### src/rtl/bmem_arbiter_if.sv
// ---------------------------------------------------------------------------
// bmem_arbiter_if
// Bus bundle between NUM_CH burst requesters, the arbiter and one memory port.
//
// Signals
//   ch_addr   requester -> arbiter  per-channel burst address, ch i at [i*ADDR_W +: ADDR_W]
//   ch_read   requester -> arbiter  per-channel read request (level)
//   ch_write  requester -> arbiter  per-channel write request (level)
//   ch_wdata  requester -> arbiter  per-channel write beat, ch i at [i*DATA_W +: DATA_W]
//   ch_rdata  arbiter -> requester  read beat data, broadcast
//   ch_resp   arbiter -> requester  per-channel beat acknowledge
//   mem_addr  arbiter -> memory     burst address
//   mem_read  arbiter -> memory     read request
//   mem_write arbiter -> memory     write request
//   mem_wdata arbiter -> memory     write beat of granted channel
//   mem_rdata memory -> arbiter     read beat data
//   mem_resp  memory -> arbiter     beat acknowledge, one pulse per beat
//
// Handshake: a requester raises ch_read or ch_write and holds it (with a
// stable ch_addr) until it has seen BURST_LEN ch_resp pulses. Each ch_resp
// pulse is one beat transferred on that rising edge: read data is valid on
// ch_rdata in that cycle, and the requester presents its next write beat on
// ch_wdata after the edge. The memory side mirrors this: mem_read/mem_write
// stay asserted for the whole burst and mem_resp acknowledges one beat.
//
// Modports
//   slave  : the arbiter's view
//   master : the requesters + memory model's view (testbench)
// ---------------------------------------------------------------------------
interface bmem_arbiter_if #(
  parameter int NUM_CH = 2,
  parameter int ADDR_W = 32,
  parameter int DATA_W = 64
);
  logic [NUM_CH*ADDR_W-1:0] ch_addr;
  logic [NUM_CH-1:0]        ch_read;
  logic [NUM_CH-1:0]        ch_write;
  logic [NUM_CH*DATA_W-1:0] ch_wdata;
  logic [DATA_W-1:0]        ch_rdata;
  logic [NUM_CH-1:0]        ch_resp;
  logic [ADDR_W-1:0]        mem_addr;
  logic                     mem_read;
  logic                     mem_write;
  logic [DATA_W-1:0]        mem_wdata;
  logic [DATA_W-1:0]        mem_rdata;
  logic                     mem_resp;

  modport slave (
    input  ch_addr, ch_read, ch_write, ch_wdata, mem_rdata, mem_resp,
    output ch_rdata, ch_resp, mem_addr, mem_read, mem_write, mem_wdata
  );

  modport master (
    output ch_addr, ch_read, ch_write, ch_wdata, mem_rdata, mem_resp,
    input  ch_rdata, ch_resp, mem_addr, mem_read, mem_write, mem_wdata
  );
endinterface

### src/rtl/bmem_arbiter.sv
// ---------------------------------------------------------------------------
// bmem_arbiter
// Round-robin arbiter that multiplexes NUM_CH burst requesters onto a single
// memory port. One burst of BURST_LEN beats is served per grant; after each
// burst the priority pointer moves to the channel after the one just served.
//
// Ports
//   clk        clock, all state on rising edge
//   rst        synchronous active-low reset
//   bus        bmem_arbiter_if.slave (requester and memory signals)
//   err        sticky protocol-error flag (cleared only by reset)
//   dbg_state  current FSM state (0 IDLE, 1 BUSY, 2 DONE)
//   dbg_ptr    current round-robin priority pointer
//
// Protocol errors that set err:
//   - granted channel asserts read and write together (a read is performed)
//   - granted channel drops its request before the burst finished
//   - mem_resp while not in BUSY (the pulse is otherwise ignored)
// ---------------------------------------------------------------------------
module bmem_arbiter #(
  parameter int NUM_CH    = 2,
  parameter int ADDR_W    = 32,
  parameter int DATA_W    = 64,
  parameter int BURST_LEN = 4,
  localparam int GNT_W    = (NUM_CH > 1) ? $clog2(NUM_CH) : 1,
  localparam int CNT_W    = $clog2(BURST_LEN + 1)
) (
  input  logic             clk,
  input  logic             rst,
  bmem_arbiter_if.slave    bus,
  output logic             err,
  output logic [1:0]       dbg_state,
  output logic [GNT_W-1:0] dbg_ptr
);

  typedef enum logic [1:0] {
    S_IDLE = 2'd0,
    S_BUSY = 2'd1,
    S_DONE = 2'd2
  } state_t;

  state_t              r_state;
  state_t              w_state_nxt;
  logic [GNT_W-1:0]    r_gnt;
  logic [GNT_W-1:0]    r_ptr;
  logic [CNT_W-1:0]    r_cnt;
  logic [ADDR_W-1:0]   r_mem_addr;
  logic                r_mem_read;
  logic                r_mem_write;
  logic                r_err;

  logic [NUM_CH-1:0]   w_req;
  logic [NUM_CH-1:0]   w_resp;
  logic                w_found;
  logic [GNT_W-1:0]    w_pick;
  logic [GNT_W:0]      w_sum;
  logic [GNT_W-1:0]    w_idx;
  logic                w_last_beat;
  logic                w_pick_rd;
  logic                w_pick_wr;

  logic [ADDR_W-1:0]   w_addr_arr  [NUM_CH];
  logic [DATA_W-1:0]   w_wdata_arr [NUM_CH];

  // Unpack the flat per-channel buses so channels can be indexed by r_gnt.
  for (genvar g = 0; g < NUM_CH; g++) begin : g_unpack
    assign w_addr_arr[g]  = bus.ch_addr[g*ADDR_W +: ADDR_W];
    assign w_wdata_arr[g] = bus.ch_wdata[g*DATA_W +: DATA_W];
  end

  assign w_req       = bus.ch_read | bus.ch_write;
  assign w_last_beat = (r_cnt == CNT_W'(BURST_LEN - 1));
  assign w_pick_rd   = bus.ch_read[w_pick];
  assign w_pick_wr   = bus.ch_write[w_pick];

  // Round-robin search: first requesting channel at or after r_ptr.
  // The sum is kept one bit wider so the modulo wrap also works when NUM_CH
  // is not a power of two.
  always_comb begin
    w_found = 1'b0;
    w_pick  = '0;
    w_sum   = '0;
    w_idx   = '0;
    for (int k = 0; k < NUM_CH; k++) begin
      w_sum = {1'b0, r_ptr} + (GNT_W+1)'(k);
      if (w_sum >= (GNT_W+1)'(NUM_CH)) begin
        w_sum = w_sum - (GNT_W+1)'(NUM_CH);
      end
      w_idx = w_sum[GNT_W-1:0];
      if (!w_found && w_req[w_idx]) begin
        w_found = 1'b1;
        w_pick  = w_idx;
      end
    end
  end

  // FSM next state and beat routing; ch_resp is only ever driven in BUSY.
  always_comb begin
    w_state_nxt = r_state;
    w_resp      = '0;
    case (r_state)
      S_IDLE: begin
        if (w_found) begin
          w_state_nxt = S_BUSY;
        end
      end
      S_BUSY: begin
        if (bus.mem_resp) begin
          w_resp[r_gnt] = 1'b1;
          if (w_last_beat) begin
            w_state_nxt = S_DONE;
          end
        end
      end
      S_DONE: begin
        w_state_nxt = S_IDLE;
      end
      default: begin
        w_state_nxt = S_IDLE;
      end
    endcase
  end

  always_ff @(posedge clk) begin
    if (!rst) begin
      r_state <= S_IDLE;
    end else begin
      r_state <= w_state_nxt;
    end
  end

  // Datapath registers. mem_read/mem_write are captured at grant so they are
  // valid the cycle after the request is sampled, held through BUSY, and
  // dropped on the last beat so they read 0 while in DONE.
  always_ff @(posedge clk) begin
    if (!rst) begin
      r_gnt       <= '0;
      r_ptr       <= '0;
      r_cnt       <= '0;
      r_mem_addr  <= '0;
      r_mem_read  <= 1'b0;
      r_mem_write <= 1'b0;
      r_err       <= 1'b0;
    end else begin
      case (r_state)
        S_IDLE: begin
          if (bus.mem_resp) begin
            r_err <= 1'b1;
          end
          if (w_found) begin
            r_gnt       <= w_pick;
            r_mem_addr  <= w_addr_arr[w_pick];
            r_cnt       <= '0;
            // Read wins when both are requested.
            r_mem_read  <= w_pick_rd;
            r_mem_write <= w_pick_wr & ~w_pick_rd;
            if (w_pick_rd && w_pick_wr) begin
              r_err <= 1'b1;
            end
          end
        end
        S_BUSY: begin
          // Requester must hold its request through the last beat; the
          // burst still completes if it does not.
          if (!w_req[r_gnt]) begin
            r_err <= 1'b1;
          end
          if (bus.mem_resp) begin
            if (w_last_beat) begin
              r_cnt       <= '0;
              r_mem_read  <= 1'b0;
              r_mem_write <= 1'b0;
            end else begin
              r_cnt <= r_cnt + CNT_W'(1);
            end
          end
        end
        S_DONE: begin
          if (bus.mem_resp) begin
            r_err <= 1'b1;
          end
          r_ptr <= (r_gnt == GNT_W'(NUM_CH - 1)) ? '0 : r_gnt + GNT_W'(1);
        end
        default: begin
          r_err <= 1'b1;
        end
      endcase
    end
  end

  assign bus.ch_resp   = w_resp;
  assign bus.ch_rdata  = bus.mem_rdata;
  assign bus.mem_addr  = r_mem_addr;
  assign bus.mem_read  = r_mem_read;
  assign bus.mem_write = r_mem_write;
  assign bus.mem_wdata = w_wdata_arr[r_gnt];
  assign err           = r_err;
  assign dbg_state     = r_state;
  assign dbg_ptr       = r_ptr;

endmodule
### src/flat_wrapper.sv
// flat-port wrapper written by rule: the top's interface ports become plain ports
module bmem_arbiter_flat 
#(
  parameter int NUM_CH    = 2,
  parameter int ADDR_W    = 32,
  parameter int DATA_W    = 64,
  parameter int BURST_LEN = 4,
  localparam int GNT_W    = (NUM_CH > 1) ? $clog2(NUM_CH) : 1,
  localparam int CNT_W    = $clog2(BURST_LEN + 1)
)
  (clk, rst, err, dbg_state, dbg_ptr, bus_ch_addr, bus_ch_read, bus_ch_write, bus_ch_wdata, bus_mem_rdata, bus_mem_resp, bus_ch_rdata, bus_ch_resp, bus_mem_addr, bus_mem_read, bus_mem_write, bus_mem_wdata);
  bmem_arbiter_if #(.NUM_CH(NUM_CH), .ADDR_W(ADDR_W), .DATA_W(DATA_W)) bus_i ();
  input  logic clk;
  input  logic rst;
  output logic err;
  output logic [1:0] dbg_state;
  output logic [GNT_W-1:0] dbg_ptr;
  input wire logic [$bits(bus_i.ch_addr)-1:0] bus_ch_addr;
  input wire logic [$bits(bus_i.ch_read)-1:0] bus_ch_read;
  input wire logic [$bits(bus_i.ch_write)-1:0] bus_ch_write;
  input wire logic [$bits(bus_i.ch_wdata)-1:0] bus_ch_wdata;
  input wire logic [$bits(bus_i.mem_rdata)-1:0] bus_mem_rdata;
  input wire logic [$bits(bus_i.mem_resp)-1:0] bus_mem_resp;
  output wire logic [$bits(bus_i.ch_rdata)-1:0] bus_ch_rdata;
  output wire logic [$bits(bus_i.ch_resp)-1:0] bus_ch_resp;
  output wire logic [$bits(bus_i.mem_addr)-1:0] bus_mem_addr;
  output wire logic [$bits(bus_i.mem_read)-1:0] bus_mem_read;
  output wire logic [$bits(bus_i.mem_write)-1:0] bus_mem_write;
  output wire logic [$bits(bus_i.mem_wdata)-1:0] bus_mem_wdata;
  assign bus_i.ch_addr = bus_ch_addr;
  assign bus_i.ch_read = bus_ch_read;
  assign bus_i.ch_write = bus_ch_write;
  assign bus_i.ch_wdata = bus_ch_wdata;
  assign bus_i.mem_rdata = bus_mem_rdata;
  assign bus_i.mem_resp = bus_mem_resp;
  assign bus_ch_rdata = bus_i.ch_rdata;
  assign bus_ch_resp = bus_i.ch_resp;
  assign bus_mem_addr = bus_i.mem_addr;
  assign bus_mem_read = bus_i.mem_read;
  assign bus_mem_write = bus_i.mem_write;
  assign bus_mem_wdata = bus_i.mem_wdata;
  bmem_arbiter #(.NUM_CH(NUM_CH), .ADDR_W(ADDR_W), .DATA_W(DATA_W), .BURST_LEN(BURST_LEN)) u_core (.clk(clk), .rst(rst), .bus(bus_i), .err(err), .dbg_state(dbg_state), .dbg_ptr(dbg_ptr));
endmodule
### config.mk
export PLATFORM = sky130hd
export DESIGN_NAME = bmem_arbiter_flat
export DESIGN_NICKNAME = d
export VERILOG_FILES = /design/src/rtl/bmem_arbiter_if.sv /design/src/rtl/bmem_arbiter.sv /design/src/flat_wrapper.sv
export SDC_FILE = /design/constraint.sdc
export NUM_CORES = 1
export LEC_CHECK = 0
export ABC_CLOCK_PERIOD_IN_PS = 2200
export CAP_MARGIN = 15
export CORE_AREA = 2 2 167 169
export CTS_BUF_LIST = sky130_fd_sc_hd__clkbuf_16
export DETAILED_ROUTE_END_ITERATION = 10
export DIE_AREA = 0 0 169 171
export DONT_BUFFER_PORTS = 1
export GPL_TIMING_DRIVEN = 0
export PLACE_DENSITY = 0.3
export SLEW_MARGIN = 20
export SYNTH_ARGS = -nofsm -noshare
export SYNTH_HDL_FRONTEND = slang
export SYNTH_SLANG_ARGS = --single-unit
### constraint.sdc
create_clock -name clk -period 2.2 [get_ports clk]
set_input_delay 0.22 -clock clk [delete_from_list [all_inputs] [get_ports clk]]
set_output_delay 0.22 -clock clk [all_outputs]
set_load 0.01 [all_outputs]
==> results of run 1 <==
[per-layer routing]
layer | vias to the layer above | global-route usage | part of all wire
met5 | - | 0 | 0
met3 | 20 | 0.0257 | 0.085
met1 | 1333 | 0.111 | 0.34
li1 | 1264 | - | -
met2 | 241 | 0.200 | 0.55
met4 | 0 | 0.0401 | 0.025
[cell usage after synthesis, types with 2 or more instances]
cell / instances / area [um^2]
a21o_1: 2 / 15.0
a21oi_1: 2 / 10.0
a31oi_1: 32 / 200
and2_1: 4 / 25.0
and3_1: 2 / 12.5
buf_2: 18 / 90.1
buf_4: 65 / 488
clkbuf_1: 6 / 22.5
dfxtp_1: 42 / 841
inv_1: 3 / 11.3
mux2_2: 64 / 721
nand2_1: 74 / 278
nor2_1: 2 / 7.51
nor2b_1: 3 / 18.8
nor3_1: 3 / 15.0
o21ai_1: 36 / 180
o22ai_1: 2 / 12.5
[sequential cells by signal (all words and copies together) (netlist names)]
name	flops
u_core.bus.mem_addr	32
u_core.dbg_state	2
u_core.r_cnt	3
u_core.bus.mem_write	1
u_core.bus.mem_read	1
u_core.dbg_ptr	1
u_core.err	1
u_core.r_gnt	1
[where the power goes]
group	total, mW	switching [mW]	internal (mW)
clock network	0.774	0.347	0.427
registers	0.893	0.0755	0.818
logic	0.544	0.318	0.226
total	2.21	0.740	1.47
[worst max-delay path: cells and delay by family, from the launching register on]
family                 cells  cell delay (ns)
buffers and inverters      2             0.64
DFF                        1             0.47
muxes                      1             0.43
[logic make-up (layout without fill, tap and decap cells)]
group / after synthesis / count (layout) / synth area share
AO/OA/AOI/OAI: 82 / 82 / 0.156
adder cells (fa/ha/maj): 1 / 1 / 0.00402
buffers and inverters: 93 / 100 / 0.200
flip-flops: 42 / 42 / 0.270
multiplexers: 65 / 65 / 0.235
other: 0 / 5 / 0
AND/OR/NAND/NOR: 93 / 93 / 0.134
[worst max path at each step]
stage / startpoint / cells after the start / slack (ns) / endpoint
after floorplan: u_core.r_gnt$_SDFFE_PN0P_ / 4 / 0.71 / bus_mem_wdata[49]
after global placement: u_core.r_gnt$_SDFFE_PN0P_ / 4 / 0.07 / bus_mem_wdata[55]
after detailed placement: u_core.r_gnt$_SDFFE_PN0P_ / 4 / 0.04 / bus_mem_wdata[55]
after CTS: u_core.r_gnt$_SDFFE_PN0P_ / 3 / 0.04 / bus_mem_wdata[55]
after global routing: u_core.r_gnt$_SDFFE_PN0P_ / 3 / -0.004 / bus_mem_wdata[55]
final: u_core.r_gnt$_SDFFE_PN0P_ / 3 / 0.14 / bus_mem_wdata[55]
[placed cells by master (no fill, tap or decap), drive strengths merged, types with 2 or more instances in the layout]
master,n
a21oi,2
inv,4
nor3,4
nor2,2
buf,84
dfxtp,42
nor2b,3
clkbuf,10
diode,5
o21ai,36
mux2,64
and3,2
nand2,74
and2,4
o22ai,2
a31oi,32
a21o,2
[timing repair]
| action | 4_1_cts | 5_1_grt |
|---|---|---|
| setup endpoints to repair | 16 | 0 |
| hold buffers | 0 | 0 |
| resized for setup | 1 | 0 |
[final cells by class]
| type | count | area share |
|---|---|---|
| Antenna cell | 5 | 0.00338 |
| Buffer | 89 | 0.164 |
| Clock buffer | 5 | 0.0338 |
| Clock inverter | 3 | 0.00676 |
| Inverter | 3 | 0.00304 |
| Multi-Input combinational cell | 241 | 0.445 |
| Sequential cell | 42 | 0.227 |
| Tap cell | 346 | 0.117 |
==> results.md, run 1 <==
* Netlist cell types at 33
* Die width at 169 um
* Mapped Nets at 640
* Main synth FF type: dfxtp_1
* Crit path DAT at 1.84 ns
* Clk buf depth at 2
* Critical path class: reg -> out
* Hold Crit Endpoint: u_core.r_cnt[2]$_SDFFE_PN0P_
* DR iter-0 viols at 70
* Ys Warns at 0
* Pre-Repair DR Iteration Count at 4
* CTS Sinks at 42
* Pwr Density at 597 nW/um^2
* PnR worst setup slack at 0.136 ns
* PortBufs at 0
* Post-synthesis async set-or-reset flop share at 0
* Total track usage at 0.105
* Mapped Area at 3110 um^2
* Max Cap Viol at 0
* Fin area at 3700 um^2
* Worst Hold Depth at 2
* R2R Path Start: u_core.dbg_state[0]$_SDFFE_PN0P_
* Total gr overflow at 0
* Syn avg cell area at 8.27 um^2
* Post-route ant nets at 0
* FF-to-FF End: u_core.bus.mem_addr[23]$_SDFFE_PN0P_
* Largest net degree at the start of global routing at 16
* Final period utilization at 0.938
* Post-CTS Setup Repair Bufs at 0
* Die Y at 171 um
* Gp weighted congestion at 0.806
* Worst slew pin tran at 0.595 ns
* Via density at 3.89
* Filler instances at 3101
* Required time of the critical path at 1.98 ns
* Leakage at 1.41 nW
* Final setup fails at 0
* First-pass GRT wire length at 20800 um
* Outcome: complete, no violations
* Starting Density at 0.114
* Hold Vio Cnt, Final at 0
* Drt wl/cell at 23.4 um
* EDFF count, synth at 0
* Ports at 431
* Critical path fanouts, max at 10
* Crit-path max cell delay at 0.47 ns
* Core ar. at 27300 um^2
* Skew final at 0.00938 ns
* Relative slew slack at 0.601
* CTS Root Cell: clkbuf_16
* Fin crit period at 2.06 ns
* CP dominant cell by count: buf_2
* Inst Count DP at 722
* Worst R2R Path Depth at 4
* Clock latency on the worst-skew pair at 0.30 ns
* Nets at 646
* Post-layout util at 0.136
* Total power draw at 2.21 mW
* Pre-CTS setup slack at 0.0373 ns
* TritonCTS Buffers at 5
* Core Rows at 61
* Worst vdd ir at 209 uV
* Combined area of the multi-input logic cells at 1650 um^2
* Yosys reg bits at 42
* Hpwl dp at 15100 um
* H-tree Lvls at 2
* Fmax at 484 MHz
* Vias in the first global route at 2685
* Reg clk slew, reported paths at 0.07 ns
* Area growth syn-to-layout at 19.1%
* Register area at 842 um^2
* CP max stage cell: dfxtp_2
* CP endpoint kind: output pin
* Initial antenna violation count at 6
* Sequential area share after synthesis at 0.270
* Via count at 2858
* Die ar. at 28900 um^2
* Critical Path, Cell by Cell: buf_2 > buf_2 > mux2_2
* Post-route DRC violation count at 0
* Critical path startpoint category: register
* HP Start: rst
* Final Max Slew Viols at 0
* Post-Place Cell Area at 3540 um^2
* Setup TNS at 0 ns
* Cells after Synth at 376
* Worst hold path class: in -> reg
* Non-Filler Instances at 734
* Final WL at 17200 um
* Hold Slack at 0.0444 ns
* Share of cells above drive strength 1 at 0.415
* CTS tree: yes
* FF-to-FF setup slack at 0.52 ns
Power figures use the tool's default switching activity.
==> run 2, diff against run 1 <==
- RECOVER_POWER: default -> 50
==> results.md, run 2 (synthesis results as in run 1) <==
* Vias in the first global route at 2685 (unchanged)
* Clock latency on the worst-skew pair at 0.30 ns (about the same)
* Reg clk slew, reported paths at 0.07 ns (about the same)
* Pre-Repair DR Iteration Count at 4 (unchanged)
* Die ar. at 28900 um^2 (unchanged)
* Skew final at 0.00884 ns (-0.000536 ns)
* Initial antenna violation count at 7 (+1)
* Buf/Inv on CP at 2 (unchanged)
* Fin crit period at 2.06 ns (-0.000168 ns)
* Critical path fanouts, max at 10 (unchanged)
* Drt wl/cell at 23.4 um (+0.11%)
* Total gr overflow at 0 (unchanged)
* Worst hold path class: in -> reg
* Crit path DAT at 1.84 ns (about the same)
* Critical path class: reg -> out
* Crit-path leading delay family: buffers and inverters
* Hpwl dp at 15100 um (unchanged)
* Fmax at 484 MHz (about the same)
* Hold Vio Cnt, Final at 0 (unchanged)
* Area growth syn-to-layout at 11.4%
* CP dominant cell by count: buf_2
* Pwr Density at 624 nW/um^2 (+4.5%)
* Crit-path max cell delay at 0.47 ns (about the same)
* CTS tree: yes
* Nets at 646 (unchanged)
* DR iter-0 viols at 61 (-13%)
* CP max stage cell: dfxtp_2
* TritonCTS Buffers at 5 (unchanged)
* PortBufs at 0 (unchanged)
* Final Max Slew Viols at 0 (unchanged)
* Pre-CTS setup slack at 0.0373 ns (unchanged)
* Outcome: complete, no violations
* Final WL at 17200 um (+0.25%)
* CTS Root Cell: clkbuf_16
* Core Rows at 61 (unchanged)
* Post-layout util at 0.127 (-0.00870)
* Relative slew slack at 0.592 (-0.00932)
* Total power draw at 2.16 mW (-2.2%)
* Share of cells above drive strength 1 at 0.248 (-0.167)
* PnR worst setup slack at 0.136 ns (+0.000168 ns)
* Required time of the critical path at 1.98 ns (about the same)
* Filler instances at 3162 (+2.0%)
* H-tree Lvls at 2 (unchanged)
* Max reg flops at 32 (unchanged)
* Critical Path, Cell by Cell: buf_2 > buf_2 > mux2_2
* CP endpoint kind: output pin
* Combined area of the multi-input logic cells at 1650 um^2 (unchanged)
* Gp weighted congestion at 0.806 (unchanged)
* Core ar. at 27300 um^2 (unchanged)
* Total track usage at 0.105 (unchanged)
* Worst slew pin tran at 0.608 ns (+0.0139 ns)
* Starting Density at 0.114 (unchanged)
* Setup TNS at 0 ns (unchanged)
* Post-route DRC violation count at 0 (unchanged)
* Via density at 3.88 (-0.42%)
* Final period utilization at 0.938 (about the same)
* Post-route ant nets at 0 (unchanged)
* Leakage at 1.18 nW (-16%)
* Hold Slack at 0.0447 ns (+0.000348 ns)
* Ports at 431 (unchanged)
* Leading cell type in the layout, fill and taps excluded: nand2_1
* Clk buf depth at 2 (unchanged)
* Register area at 842 um^2 (unchanged)
* Largest net degree at the start of global routing at 16 (unchanged)
* Die Y at 171 um (unchanged)
* First-pass GRT wire length at 20800 um (unchanged)
* Critical path startpoint category: register
* Max Cap Viol at 0 (unchanged)
* Most frequent cells in the layout: nand2_1, clkbuf_1, mux2_2
* CTS Sinks at 42 (unchanged)
* Worst vdd ir at 208 uV (-0.59%)
* Final setup fails at 0 (unchanged)
* Via count at 2850 (-0.28%)
* Die width at 169 um (unchanged)
-- run 2: what timing repair did --
item,CTS,global route
setup endpoints to repair,16,0
setup buffers,0,0
hold buffers,0,0
resized for setup,1,0
-- run 2: report_power, final --
group          leakage, nW  switching [mW]  internal, mW  total [mW]
Sequential           0.348          0.0756         0.818       0.894
Clock               0.0704           0.346         0.427       0.774
Combinational        0.760           0.318         0.178       0.496
Total                 1.18           0.740          1.42        2.16
-- run 2: path summary, 6_finish.rpt --
check	start	to	depth (start not counted)	slack (ns)
min reg2reg	u_core.r_cnt[2]$_SDFFE_PN0P_	u_core.r_cnt[2]$_SDFFE_PN0P_	2	0.44
max	u_core.r_gnt$_SDFFE_PN0P_	bus_mem_wdata[55]	3	0.14
max reg2reg	u_core.dbg_state[0]$_SDFFE_PN0P_	u_core.bus.mem_addr[23]$_SDFFE_PN0P_	4	0.51
min	rst	u_core.r_cnt[2]$_SDFFE_PN0P_	2	0.04
-- run 2: layout make-up --
class,count,area share
clock buffer,5,0.0361
multi-input combinational,241,0.475
clock inverter,3,0.00722
tap,346,0.125
antenna,6,0.00433
buffer,89,0.106
sequential,42,0.243
inverter,3,0.00325
-- run 2: metal layers --
layer  up-vias  track usage  part of all wire
met5         -            0                 0
met4         0       0.0401             0.025
met3        19       0.0257             0.078
met2       217        0.200              0.54
met1      1352        0.111              0.35
li1       1262            -                 -
-- run 2: per-stage QoR --
step | cell area [um^2] | cells
5_1_grt | 3470 | 735
4_1_cts | 3690 | 729
2_1_floorplan | 3110 | 376
6_report | 3470 | 735
3_3_place_gp | 3540 | 722
3_5_place_dp | 3540 | 722
==> run 3, diff against run 2 <==
- ABC_AREA: default -> 0
- REMOVE_ABC_BUFFERS: default -> 1
==> results.md, run 3 (synthesis results as in run 1) <==
* Crit path DAT at 2.07 ns (+0.23 ns)
* Nets at 563 (-13%)
* Final Max Slew Viols at 0 (unchanged)
* Worst vdd ir at 219 uV (+5.4%)
* Core Rows at 61 (unchanged)
* Hold Slack at 0.0715 ns (+0.0268 ns)
* Outcome: complete, no violations
* Non-Filler Instances at 646 (-12%)
* Share of cells above drive strength 1 at 0.273 (+0.0253)
* Via count at 2596 (-8.9%)
* Pre-Repair DR Iteration Count at 4 (unchanged)
* Largest net degree at the start of global routing at 45 (+29)
* Via density at 4.02 (+3.6%)
* Leakage at 1.06 nW (-9.9%)
* Core ar. at 27300 um^2 (unchanged)
* Initial antenna violation count at 3 (-4)
* Fmax at 539 MHz (+11%)
* Hold Vio Cnt, Final at 0 (unchanged)
* PnR worst setup slack at 0.343 ns (+0.207 ns)
* Pwr Density at 619 nW/um^2 (-0.88%)
* Relative slew slack at 0.517 (-0.0747)
* Post-route ant nets at 0 (unchanged)
* Leading cell type in the layout, fill and taps excluded: nand2_1
* Total gr overflow at 0 (unchanged)
* Most frequent cells in the layout: nand2_1, mux2_2, dfxtp_1
* Vias in the first global route at 2445 (-8.9%)
* Start point of the critical path: u_core.dbg_state[0]$_SDFFE_PN0P_
* Gp weighted congestion at 0.638 (-21%)
* DR iter-0 viols at 157 (+160%)
* Clk buf depth at 2 (unchanged)
* Worst hold path class: in -> reg
* Die width at 169 um (unchanged)
* Critical path class: reg -> reg
* Inst Count DP at 638 (-12%)
* First-pass GRT wire length at 18300 um (-12%)
* FF-to-FF End: u_core.bus.mem_addr[6]$_SDFFE_PN0P_
* Clock latency on the worst-skew pair at 0.29 ns (about the same)
* Pre-CTS setup slack at 0.318 ns (+0.280 ns)
* Die Y at 171 um (unchanged)
* Skew final at 0.00854 ns (-0.000301 ns)
* Max Cap Viol at 0 (unchanged)
* TritonCTS Buffers at 5 (unchanged)
* Area growth syn-to-layout at 2.78%
* Worst slew pin tran at 0.722 ns (+0.114 ns)
* PortBufs at 0 (unchanged)
* Die ar. at 28900 um^2 (unchanged)
* Final WL at 14600 um (-15%)
* Post-CTS Setup Repair Bufs at 0 (unchanged)
* Starting Density at 0.114 (unchanged)
* FF-to-FF setup slack at 0.34 ns (-0.17 ns)
* Hpwl dp at 12100 um (-20%)
* RSZ-0062 raised after global routing: false
* CP endpoint kind: register
* Gates resized, CTS repair at 0 (-1)
* Ports at 431 (unchanged)
* Register area at 845 um^2 (+0.30%)
* CTS Root Cell: clkbuf_16
* Hold-fix buffers, CTS at 0 (unchanged)
* R2R Path Start: u_core.dbg_state[0]$_SDFFE_PN0P_
* Drt wl/cell at 22.6 um (-3.4%)
* Total track usage at 0.0920 (-0.0130)
* H-tree Lvls at 2 (unchanged)
* Fin crit period at 1.86 ns (-0.207 ns)
* Diode count at 0 (-6)
* Worst R2R Path Depth at 5 (+1)
* Max reg flops at 32 (unchanged)
* Required time of the critical path at 2.41 ns (+0.43 ns)
* Reg clk slew, reported paths at 0.07 ns (about the same)
* CTS tree: yes
* Final setup fails at 0 (unchanged)
* Final period utilization at 0.844 (-0.0943)
* Critical path fanouts, max at 19 (+9)
* Post-route DRC violation count at 0 (unchanged)
* CTS Sinks at 42 (unchanged)
* Critical path startpoint category: register
* Crit path to: u_core.bus.mem_addr[6]$_SDFFE_PN0P_
* Combined area of the multi-input logic cells at 1670 um^2 (+1.1%)
* Filler instances at 3100 (-2.0%)
[run 3: cell count changes in the layout (fill, tap and decap cells not counted), moves of 2 or more]
cell      previous run  this run
buf_2               18         0
buf_8                0         3
clkbuf_1            69         0
clkinv_2             0         2
diode_2              6         0
[run 3: area by class of cell]
type	count	area share
clock inverters	3	0.00431
multi-input cells	241	0.521
repair buffers	6	0.0325
flip-flops and latches	42	0.264
well taps	346	0.135
clock buffers	5	0.0391
inverters	3	0.00352
[run 3: layer usage]
| layer | share of wire | global-route usage | vias up |
|---|---|---|---|
| met5 | 0.017 | 0.0817 | - |
| met2 | 0.41 | 0.129 | 320 |
| met4 | 0.015 | 0.0242 | 4 |
| met1 | 0.34 | 0.0872 | 1158 |
| li1 | - | - | 1094 |
| met3 | 0.22 | 0.0960 | 20 |
[run 3: report_power, final]
group	switching, mW	total (mW)	leakage [nW]	internal [mW]
logic	0.188	0.345	0.638	0.157
clock network	0.320	0.733	0.0748	0.413
registers	0.0831	0.901	0.349	0.818
[run 3: per-stage QoR]
step	power, mW	TNS, ns	cell area (um^2)	utilization
finish	1.98	0	3200	0.117
global route	2.09	0	3200	0.117
global placement	1.25	-86.55	2930	0.107
CTS	2.03	0	3200	0.117
detailed placement	1.26	0	3060	0.112
floorplan	1.17	-15.68	2500	-
[run 3: worst min path at each step]
| stage | start | slack (ns) | to | cells after the start |
|---|---|---|---|---|
| after CTS | rst | 0.04 | u_core.err$_SDFFE_PN0P_ | 2 |
| after global placement | rst | 0.36 | u_core.r_cnt[1]$_SDFFE_PN0P_ | 1 |
| after detailed placement | rst | 0.36 | u_core.dbg_ptr$_SDFFE_PN0P_ | 1 |
| after global routing | rst | 0.05 | u_core.err$_SDFFE_PN0P_ | 2 |
| after floorplan | rst | 0.34 | u_core.dbg_ptr$_SDFFE_PN0P_ | 1 |
| final | bus_ch_addr[10] | 0.07 | u_core.bus.mem_addr[10]$_SDFFE_PN0P_ | 2 |
[run 3: worst max-delay path, cell delays in order (launching register included)]
cell and delay [ns]:
dfxtp_1 0.45, nor3_4 0.68, buf_8 0.25, buf_8 0.17, o21ai_1 0.07, a31oi_1 0.15
